File: config.mk
export PLATFORM = sky130hd
export DESIGN_NAME = ram_write_buffer
export DESIGN_NICKNAME = d
export VERILOG_FILES = /design/src/rtl/mem_pkg.sv /design/src/rtl/wb_fwd_match.sv /design/src/rtl/ram_write_buffer.sv
export SDC_FILE = /design/constraint.sdc
export NUM_CORES = 1
export LEC_CHECK = 0
export ABC_AREA = 1
export CAP_MARGIN = 20
export CORE_UTILIZATION = 35
export CTS_CLUSTER_DIAMETER = 40
export DETAILED_ROUTE_END_ITERATION = 8
export HOLD_SLACK_MARGIN = 0.12
export PLACE_DENSITY_LB_ADDON = 0.3
export SYNTH_ARGS = -nofsm -noshare
export SYNTH_HDL_FRONTEND = slang
export SYNTH_SLANG_ARGS = --single-unit
File: constraint.sdc
create_clock -name clk -period 9.4 [get_ports clk]
set_input_delay 1.88 -clock clk [delete_from_list [all_inputs] [get_ports clk]]
set_output_delay 1.88 -clock clk [all_outputs]
set_load 0.02 [all_outputs]
File: src/rtl/mem_pkg.sv
// Shared memory-side types: RAM port payloads and the write-buffer entry.
package mem_pkg;

    localparam int MEM_ADDR_W  = 32;
    localparam int MEM_DATA_W  = 32;
    localparam int WORD_OFFSET = 2;   // byte address bits below a word

    typedef logic [MEM_ADDR_W-1:0] mem_addr_t;
    typedef logic [MEM_DATA_W-1:0] mem_data_t;

    // One cycle of the single RAM port, shared with the mmu side.
    typedef struct packed {
        logic      we;
        mem_addr_t addr;
        mem_data_t w_data;
    } ram_req_t;

    // One posted store held in the write buffer.
    typedef struct packed {
        logic      valid;
        mem_addr_t addr;
        mem_data_t data;
    } wb_entry_t;

    localparam mem_addr_t WORD_MASK = ~mem_addr_t'((1 << WORD_OFFSET) - 1);

    // Two byte addresses name the same word when they differ only below WORD_OFFSET.
    function automatic logic same_word(input mem_addr_t a, input mem_addr_t b);
        return ((a ^ b) & WORD_MASK) == '0;
    endfunction

endpackage

File: src/rtl/wb_fwd_match.sv
// Youngest-match search over the write-buffer entries for read forwarding.
module wb_fwd_match
    import mem_pkg::*;
#(
    parameter int DEPTH = 4,
    localparam int PTR_W = $clog2(DEPTH)
) (
    input  wb_entry_t        entries [DEPTH],
    input  logic [PTR_W-1:0] tail,
    input  mem_addr_t        rd_addr,
    output logic             hit,
    output logic [PTR_W-1:0] index
);

    logic [PTR_W-1:0] idx;

    // Walk from oldest (tail-DEPTH) to youngest (tail-1); the last match wins.
    // NOTE: every always_comb output gets a default first, otherwise a path that skips the assignment infers a latch.
    always_comb begin
        hit   = 1'b0;
        index = '0;
        idx   = '0;
        for (int i = DEPTH; i >= 1; i--) begin
            idx = tail - PTR_W'(i);
            if (entries[idx].valid && same_word(entries[idx].addr, rd_addr)) begin
                hit   = 1'b1;
                index = idx;
            end
        end
    end

endmodule

File: src/rtl/ram_write_buffer.sv
// Posted write buffer between the mmu write-through path and the RAM port.
// Stores complete in one cycle, drain to RAM in FIFO order whenever no fill
// read owns the port, and fill reads see the youngest buffered copy of a word.
// DATA_WIDTH/ADDR_WIDTH must match the mem_pkg widths used by the entry type.
module ram_write_buffer
    import mem_pkg::*;
#(
    parameter int DATA_WIDTH = MEM_DATA_W,
    parameter int ADDR_WIDTH = MEM_ADDR_W,
    parameter int DEPTH      = 4
) (
    input  logic                  clk,
    input  logic                  rst,
    input  logic                  wr_valid,
    input  logic [ADDR_WIDTH-1:0] wr_addr,
    input  logic [DATA_WIDTH-1:0] wr_data,
    output logic                  wr_ready,
    input  logic                  rd_valid,
    input  logic [ADDR_WIDTH-1:0] rd_addr,
    output logic [DATA_WIDTH-1:0] rd_data,
    output logic                  rd_fwd,
    output logic [ADDR_WIDTH-1:0] ram_addr,
    output logic [DATA_WIDTH-1:0] ram_w_data,
    output logic                  ram_we,
    input  logic [DATA_WIDTH-1:0] ram_r_data,
    output logic                  empty
);

    localparam int PTR_W = $clog2(DEPTH);

    typedef logic [PTR_W-1:0] ptr_t;
    typedef logic [PTR_W:0]   cnt_t;

    ptr_t      head;
    ptr_t      tail;
    cnt_t      count;

    logic      valid_q [DEPTH];
    mem_addr_t addr_q  [DEPTH];
    mem_data_t data_q  [DEPTH];
    wb_entry_t entries [DEPTH];

    logic      not_full;
    logic      do_enq;
    logic      do_drain;
    logic      fwd_hit;
    ptr_t      fwd_idx;
    ram_req_t  ram_req;

    // Handshake decode: enqueue needs a free slot, drain needs the port free of reads.
    always_comb begin
        not_full = (count < cnt_t'(DEPTH));
        do_enq   = rst && wr_valid && not_full;
        do_drain = rst && (count != '0) && !rd_valid;
    end

    // Pointers and occupancy; simultaneous enqueue and drain leave count unchanged.
    // NOTE: sequential state uses non-blocking assignments so every register samples pre-edge values.
    always_ff @(posedge clk) begin
        if (!rst) begin
            head  <= '0;
            tail  <= '0;
            count <= '0;
        end else begin
            if (do_enq) begin
                tail <= tail + ptr_t'(1);
            end
            if (do_drain) begin
                head <= head + ptr_t'(1);
            end
            case ({do_enq, do_drain})
                2'b10:   count <= count + cnt_t'(1);
                2'b01:   count <= count - cnt_t'(1);
                default: count <= count;
            endcase
        end
    end

    // Entry valid bits: set on enqueue at tail, cleared on drain at head.
    // Enqueue needs count<DEPTH and drain needs count>0, so tail==head never
    // sees both in the same cycle.
    always_ff @(posedge clk) begin
        for (int i = 0; i < DEPTH; i++) begin
            if (!rst) begin
                valid_q[i] <= 1'b0;
            end else if (do_enq && (tail == ptr_t'(i))) begin
                valid_q[i] <= 1'b1;
            end else if (do_drain && (head == ptr_t'(i))) begin
                valid_q[i] <= 1'b0;
            end
        end
    end

    // Entry payload capture at tail.
    // NOTE: the address/data storage is deliberately not reset; valid_q alone decides whether a slot means anything.
    always_ff @(posedge clk) begin
        if (do_enq) begin
            addr_q[tail] <= wr_addr;
            data_q[tail] <= wr_data;
        end
    end

    // Pack the storage into entry records for the forwarding search.
    always_comb begin
        for (int i = 0; i < DEPTH; i++) begin
            entries[i].valid = valid_q[i];
            entries[i].addr  = addr_q[i];
            entries[i].data  = data_q[i];
        end
    end

    wb_fwd_match #(
        .DEPTH (DEPTH)
    ) u_fwd_match (
        .entries (entries),
        .tail    (tail),
        .rd_addr (rd_addr),
        .hit     (fwd_hit),
        .index   (fwd_idx)
    );

    // RAM port mux: the head entry when draining, otherwise the read address.
    always_comb begin
        ram_req.we     = 1'b0;
        ram_req.addr   = rd_addr;
        ram_req.w_data = data_q[head];
        if (do_drain) begin
            ram_req.we   = 1'b1;
            ram_req.addr = addr_q[head];
        end
    end

    // Output decode; reset forces the idle, empty, non-forwarding view.
    always_comb begin
        ram_we     = ram_req.we;
        ram_addr   = ram_req.addr;
        ram_w_data = ram_req.w_data;
        wr_ready   = !rst || not_full;
        empty      = !rst || (count == '0);
        rd_fwd     = rst && fwd_hit;
        rd_data    = rd_fwd ? data_q[fwd_idx] : ram_r_data;
    end

endmodule

* Word-level counts from Yosys, hierarchy flattened
Memory sizes are Yosys's and may differ from the RTL's. A register that Yosys moved wholly into a read port is not among the register bits. Cells that the tools add are included.
Word-level totals: register bits 7, output and inout port bits 100, word-level logic and storage cells 138, memories 3, bits in writable memories 260, input port bits 132
Operators by class: equality and inequality tests 8, muxes and demuxes 66, bitwise logic cells 16, reductions and logical operators 30, add/subtract/negate cells 7, magnitude comparators 5
Memory list:
- addr_q | words 4, bits a word 32, rd ports 5, clocked after memory_dff 1, wr ports 1, RTL line ram_write_buffer.sv:39 | mem_addr_t addr_q [DEPTH];
- data_q | words 4, bits a word 32, rd ports 6, clocked after memory_dff 1, wr ports 1, RTL line ram_write_buffer.sv:40 | mem_data_t data_q [DEPTH];
- valid_q | words 4, bits a word 1, rd ports 4, clocked after memory_dff 0, wr ports 4, RTL line ram_write_buffer.sv:38 | logic valid_q [DEPTH];
Operator list (count):
- binary-select mux 65 bit (select 2 bit) | 4
- 2-to-1 mux 65 bit | 8
- logical NOT 32 bit | 4
- bitwise XOR 32 bit | 4
- 2-to-1 mux 1 bit | 43
- 2-to-1 mux 33 bit | 1
- 2-to-1 mux 32 bit | 1
- logical AND 1 bit | 17
- 2-to-1 mux 2 bit | 8
- >= comparator 3 bit, second input constant | 4
- NOT 2 -> 3 bit | 4
- == test 2 bit, second input constant | 5
- OR 1 bit | 8
- == test 2 x 1 -> 1 bit, second input constant | 3
- case mux 3 bit (2 select lines) | 1
- adder 2 x 1 -> 2 bit, second input constant | 2
- logical NOT 2 bit | 2
- subtractor 2 bit, second input constant | 2
- adder 3 x 1 -> 3 bit, second input constant | 1
- logical NOT 3 bit | 1
- < comparator 3 bit, second input constant | 1
- nonzero test 3 bit | 1
- subtractor 3 x 1 -> 3 bit, second input constant | 1
- logical NOT 1 bit | 2
- 3 further kinds | 4

* Depth between registers and ports, before layout
depth after elaboration 13, mapped depth 26, mapped depth without buffers 21

* Cells and area by module
From an unflattened synthesis, not the netlist that was laid out.
Second synthesis, totals: cells, all modules 2790, area, all modules 18495.2 um^2
By module, submodules not included:
- ram_write_buffer | times used 1, cells an instance 1486, sequential area each 7977.7 um^2, area an instance 13111.3 um^2
- wb_fwd_match | times used 1, cells an instance 1304, sequential area each 0.0 um^2, area an instance 5383.9 um^2

* Worst setup path before layout
Ideal clock, no wire load.
path kind input to register, start input rst, end memory addr_q[0][0] in the netlist's numbering, enable pin, required time 8913 ps, setup slack 3714 ps, buffers on the path 2, arrival 5199 ps, cell stages on the path 4, library setup time 487 ps, cells stage by stage clkbuf_1 > nand3_1 > clkbuf_1 > nor2_1
On the way: longest elaborated chain between the ends 4
Ends and longest elaborated chain:
- start: declaration | RTL line ram_write_buffer.sv:13 | input logic rst,
- logical AND 1 bit (2 in series) | RTL line ram_write_buffer.sv:53 | do_enq = rst && wr_valid && not_full;
- 2-to-1 mux 1 bit | RTL line ram_write_buffer.sv:97 | if (do_enq) begin
- 2-to-1 mux 1 bit (implied by the code) | RTL line ram_write_buffer.sv:98 | addr_q[tail] <= wr_addr;
- end: declaration | RTL line ram_write_buffer.sv:39
Every way passes these cells.

* Final worst setup path
start register tail[0], end output rd_data[11]
On the way: longest elaborated chain between the ends 13, elaborated cells on any way between the ends 42, those cells by class add/sub: 3; mux: 21; bitwise: 8; reduce/logical: 9; memory: 1
Ends and longest elaborated chain:
- start: declaration | RTL line ram_write_buffer.sv:35 | ptr_t tail;
- start signal: assignment | RTL line ram_write_buffer.sv:66 | tail <= tail + ptr_t'(1);
- subtractor 2 bit / NOT 2 -> 3 bit (equally long branches) | RTL line wb_fwd_match.sv:24, wb_fwd_match.sv:25
- NOT 2 -> 3 bit (implied by the code) / binary-select mux 65 bit (select 2 bit) (equally long branches) | RTL line wb_fwd_match.sv:25 | if (entries[idx].valid && same_word(entries[idx].addr, rd_addr)) begin
- binary-select mux 65 bit (select 2 bit) / 2-to-1 mux 65 bit (equally long branches) | RTL line wb_fwd_match.sv:25
- 2-to-1 mux 65 bit (implied by the code) | RTL line wb_fwd_match.sv:25
- 2-to-1 mux 65 bit (implied by the code) / bitwise XOR 32 bit (equally long branches) | RTL line wb_fwd_match.sv:25, mem_pkg.sv:29
- bitwise XOR 32 bit / logical NOT 32 bit (equally long branches) | RTL line mem_pkg.sv:29 | return ((a ^ b) & WORD_MASK) == '0;
- logical NOT 32 bit / logical AND 1 bit (equally long branches) | RTL line mem_pkg.sv:29, wb_fwd_match.sv:25
- logical AND 1 bit (tied with other cells) | RTL line wb_fwd_match.sv:25
- 2-to-1 mux 2 bit / 2-to-1 mux 1 bit (equally long branches) (3 in series) | RTL line wb_fwd_match.sv:25
- memory (4 x 32 bit) / logical AND 1 bit (equally long branches)
- 2-to-1 mux 32 bit (*) | RTL line ram_write_buffer.sv:141 | rd_data = rd_fwd ? data_q[fwd_idx] : ram_r_data;
- end: declaration | RTL line ram_write_buffer.sv:20 | output logic [DATA_WIDTH-1:0] rd_data,
Mark *: on every way between the ends. The rest lies on a longest branch, timed or not. The select of a mux whose other input is x is not followed.

==> results.txt <==
The fraction of the mapped netlist area in compound gates came out at 0.08534. After routing the design area is 21110 um2. The run gives 16980 um2 as the netlist area before placement.

TritonCTS built the clock tree. The area growth from synthesis to layout is 24.31%. CTS built an H-tree with a depth of 2. At the end of routability-driven placement, the weighted congestion stood at 0.9323. For the total track usage, the log shows 0.2452. Entering global routing, the biggest net connects 101 pins. Via count of the first global-routing pass: 16800. The end-of-flow core utilization is 0.4420, and the final clock skew is 58.21 ps. For the pin with the worst max-slew slack, the measured transition is 1024 ps. The data required time at the worst endpoint was 7520 ps.

The endpoint identified for the worst register-to-register timing path is addr_q[1][8]$_DFFE_PP_. The post-route DRC violation count is 0, and the floorplan die area is 49390 um2. Including well taps, the total number of placed cells is 3038. The start-to-end type of the worst setup path is register to primary output. The most area-hungry cell type in the Yosys netlist was edfxtp_1.

The later pin in the worst-skew pair is clocked with a latency of 600 ps. The slowest stage of the critical path belongs to the cell clkdlybuf4s50_1. The initial antenna violation count is 7, and the clock transition at the registers of the reported paths is 60 ps.

The xor and xnor area share after synthesis was 0.002064. The synthesized design contains 269 register bits. The critical path goes through inv_4 > ha_2 > inv_2 > buf_4 > nand3_1 > nand3_1 > nand2_1 > nor2_1 > nand2_1 > nor2_1 > nand2_1 > nor2_2 > nand2_1 > nand2_1 > nand2_2 > nand2_2 > buf_4 > nand2_1 > nand3_1 > nand3_1 > nand2_1 > clkdlybuf4s50_1. For the worst flop-to-flop path, the logic depth is 5. The static power due to leakage is 8.535 nW. After global routing the overflow that remains totals 0.

Summed over all layers, the routed wires come to 61510 um. The number of setup buffers added after CTS is 0. Counting distinct cell types in the post-synthesis netlist gives 29. The total CTS buffers is 44, and the post-route fraction of the period consumed by the critical path is 0.8529.

The run finished with clean final reports. The simple logic cell fraction of the synthesized area works out to 0.3795. After the first detailed-routing iteration, the DRC count stood at 1651.

The share of post-route cells with drive strength above 1 was 0.04868. Across the VDD grid, the largest voltage drop is 0.1216 mV. Port buffering added 231 buffers. The part of the Yosys area used for sequential elements came out at 0.4699. From left edge to right edge, the die measures 222.2 um. OpenSTA, run right after detailed placement, puts the worst setup slack at 1771 ps. The post-synthesis async set-or-reset flop share works out to 0. Startpoint of the lowest-slack register-to-register path: tail[0]$_SDFFE_PN0P_. For this run, the post-layout net count is 2612.

The most instantiated flip-flop cell in the synthesis netlist was edfxtp_1. The Yosys step of the flow raised 0 warnings. The mux cell area share after synthesis works out to 0. The tools report the critical path endpoint category as a primary output. The placed instances occupy a cell area of 19610 um2. After legalization and detailed placement, the total HPWL measured 40460 um. The total power per unit cell area was 190.3 nW/um2. The worst setup path startpoint is tail[0]$_SDFFE_PN0P_. By area the synthesized netlist is led by edfxtp_1 46%, nand2_1 18%, nand3_1 15%. STA classifies the critical path startpoint as a register. In the final routed layout, each cell accounts on average for 19.69 um. In this design, the stage delay of the slowest critical-path cell is 620 ps. The die is 222.2 um tall. The first TritonRoute pass finished after 6 iterations.

The longest clock path from root to sink contains 3 buffers. The tools report the final count of pins violating max slew as 0. 232 I/O pins were placed.

The core region is 47750 um2. Clock tree synthesis found a total of 269 sinks. Across all setup checks in the final design, the least slack found is 1383 ps. For the remaining antenna violation count, the log shows 0. Along the worst path, the maximum fanout reaches 61. The cell chosen for the clock root was clkbuf_16. Setup repair after global routing left no endpoint under its margin.

The post-cts resize count is 0. The number of placement rows is 80, and the adder-cell share of the synthesized area is 0.007812. Setup total negative slack on the finished layout was measured at 0 ps.

The data arrival time at the worst-slack endpoint came out at 6140 ps. The power consumption was 4.017 mW. Max-cap violations in this run came to 0. The synthesized area divided by synthesized cell count works out to 7.369 um2. In the synthesized netlist, the number of instances is 2304. The post-synth net total is 2446.

The tools report the initial core utilization as 0.3556. The number of synthesized flops with an enable pin was 259. The smallest clock period supported by the final layout is computed as 8017 ps. Dividing the detail-routed via count by the number of cells gives 5.569.

The final non-filler cell total is 3124. Worst hold-check path type: register to register. The first global-routing pass estimated 94420 um of wire.

The critical path ends at rd_data[11]. Share of Yosys cell area claimed by the top area cell type: 0.4581. The run gives 0.3173 as the max-slew headroom at the worst pin. By instance count, the cell type seen most on the critical path is nand2_1.

By area, the combinational part of the netlist is dominated by simple AND/OR/NAND/NOR gates. The number of buffers inserted for hold repair after clock tree synthesis is 0. Hold is met by 536.9 ps.

Across all layers, the routed design uses 17400 vias. The highest clock rate is 0.1247 GHz, and the flop-to-flop setup slack is 5710 ps. For the count of final hold-check violations, the log shows 0. Setup violations remaining at the end of the flow were counted as 0.
[cells in the final DEF (no fill, tap or decap), types with 6 or more instances in the layout]
| cell type | Yosys | final |
|---|---|---|
| inv_1 | 66 | 64 |
| o21ai_0 | 189 | 189 |
| ha_1 | 9 | 8 |
| clkinv_2 | 0 | 6 |
| buf_4 | 16 | 23 |
| clkbuf_16 | 0 | 44 |
| clkinv_4 | 0 | 6 |
| nand3_1 | 506 | 506 |
| dfxtp_1 | 10 | 6 |
| clkdlybuf4s50_1 | 0 | 231 |
| edfxtp_1 | 259 | 259 |
| o22ai_1 | 64 | 64 |
| clkinvlp_4 | 0 | 9 |
| a21oi_1 | 12 | 12 |
| nand2_1 | 808 | 805 |
| nor2_1 | 223 | 219 |
[worst max-delay path: cells and delay by family, from the launching register on]
| family | cells | cell delay [ps] |
|---|---|---|
| buffers and inverters | 5 | 2520 |
| AND/OR/NAND/NOR | 16 | 2060 |
| flip-flops | 1 | 450 |
| adder cells (fa/ha/maj) | 1 | 410 |
[cells by family after synthesis]
| group | count (synthesis) |
|---|---|
| AOI/OAI and AO/OA | 271 |
| xor gates and xnor gates | 4 |
| adders and majority gates | 10 |
| buffers and inverters | 206 |
| DFF | 269 |
| and+or+nand+nor | 1544 |
[metal layers]
metal,GRT usage,up-vias,share of wire,routed length (um)
met3,0.05739,122,0.093,5744
met4,0.09050,8,0.028,1725
met2,0.4032,882,0.46,28550
met5,0,-,0.00098,60
li1,-,8236,-,-
met1,0.3129,8149,0.41,25440
[synth_stat cells, types with 3 or more instances]
cell type,n
buf_4,16
xor2_1,4
nand2_1,808
buf_2,47
buf_6,6
nor2_1,223
inv_1,66
a21oi_1,12
edfxtp_1,259
inv_2,4
o21ai_0,189
buf_1,3
nand3_1,506
o22ai_1,64
ha_1,9
dfxtp_1,10
clkbuf_1,63
[how the worst min path moves through the flow]
stage | startpoint | to | slack, ps | cells after the start
3_5_place_dp | valid_q[2]$_DFF_P_ | valid_q[2]$_DFF_P_ | 520 | 1
3_3_place_gp | valid_q[2]$_DFF_P_ | valid_q[2]$_DFF_P_ | 510 | 1
5_1_grt | valid_q[2]$_DFF_P_ | valid_q[2]$_DFF_P_ | 580 | 1
2_1_floorplan | count[1]$_SDFFE_PN0P_ | count[1]$_SDFFE_PN0P_ | 480 | 2
4_1_cts | valid_q[2]$_DFF_P_ | valid_q[2]$_DFF_P_ | 530 | 1
6_report | valid_q[2]$_DFF_P_ | valid_q[2]$_DFF_P_ | 540 | 1
[flip-flops by register name, summed over array words and instances (netlist names), named ones only]
signal   count
addr_q     128
count        3
data_q     128
head         2
tail         2
valid_q      4
[layout make-up]
cell class | instances | area, um2
fillers | 4643 | 26640
multi-input cells | 1829 | 8100
flip-flops and latches | 269 | 7988
repair buffers | 255 | 2500
clock buffers | 49 | 1120
well taps | 615 | 769.5
clock inverters | 33 | 350.3
inverters | 71 | 270.3
diodes | 3 | 7.507
[power breakdown]
part	leakage, nW	switching [mW]	total, mW	internal, mW
combinational	5.41	0.687	1.04	0.349
clock	0.688	0.641	1.58	0.943
sequential	2.44	0.0358	1.40	1.36
total	8.54	1.36	4.02	2.65
Note: power is estimated with default switching activity, not from simulation.
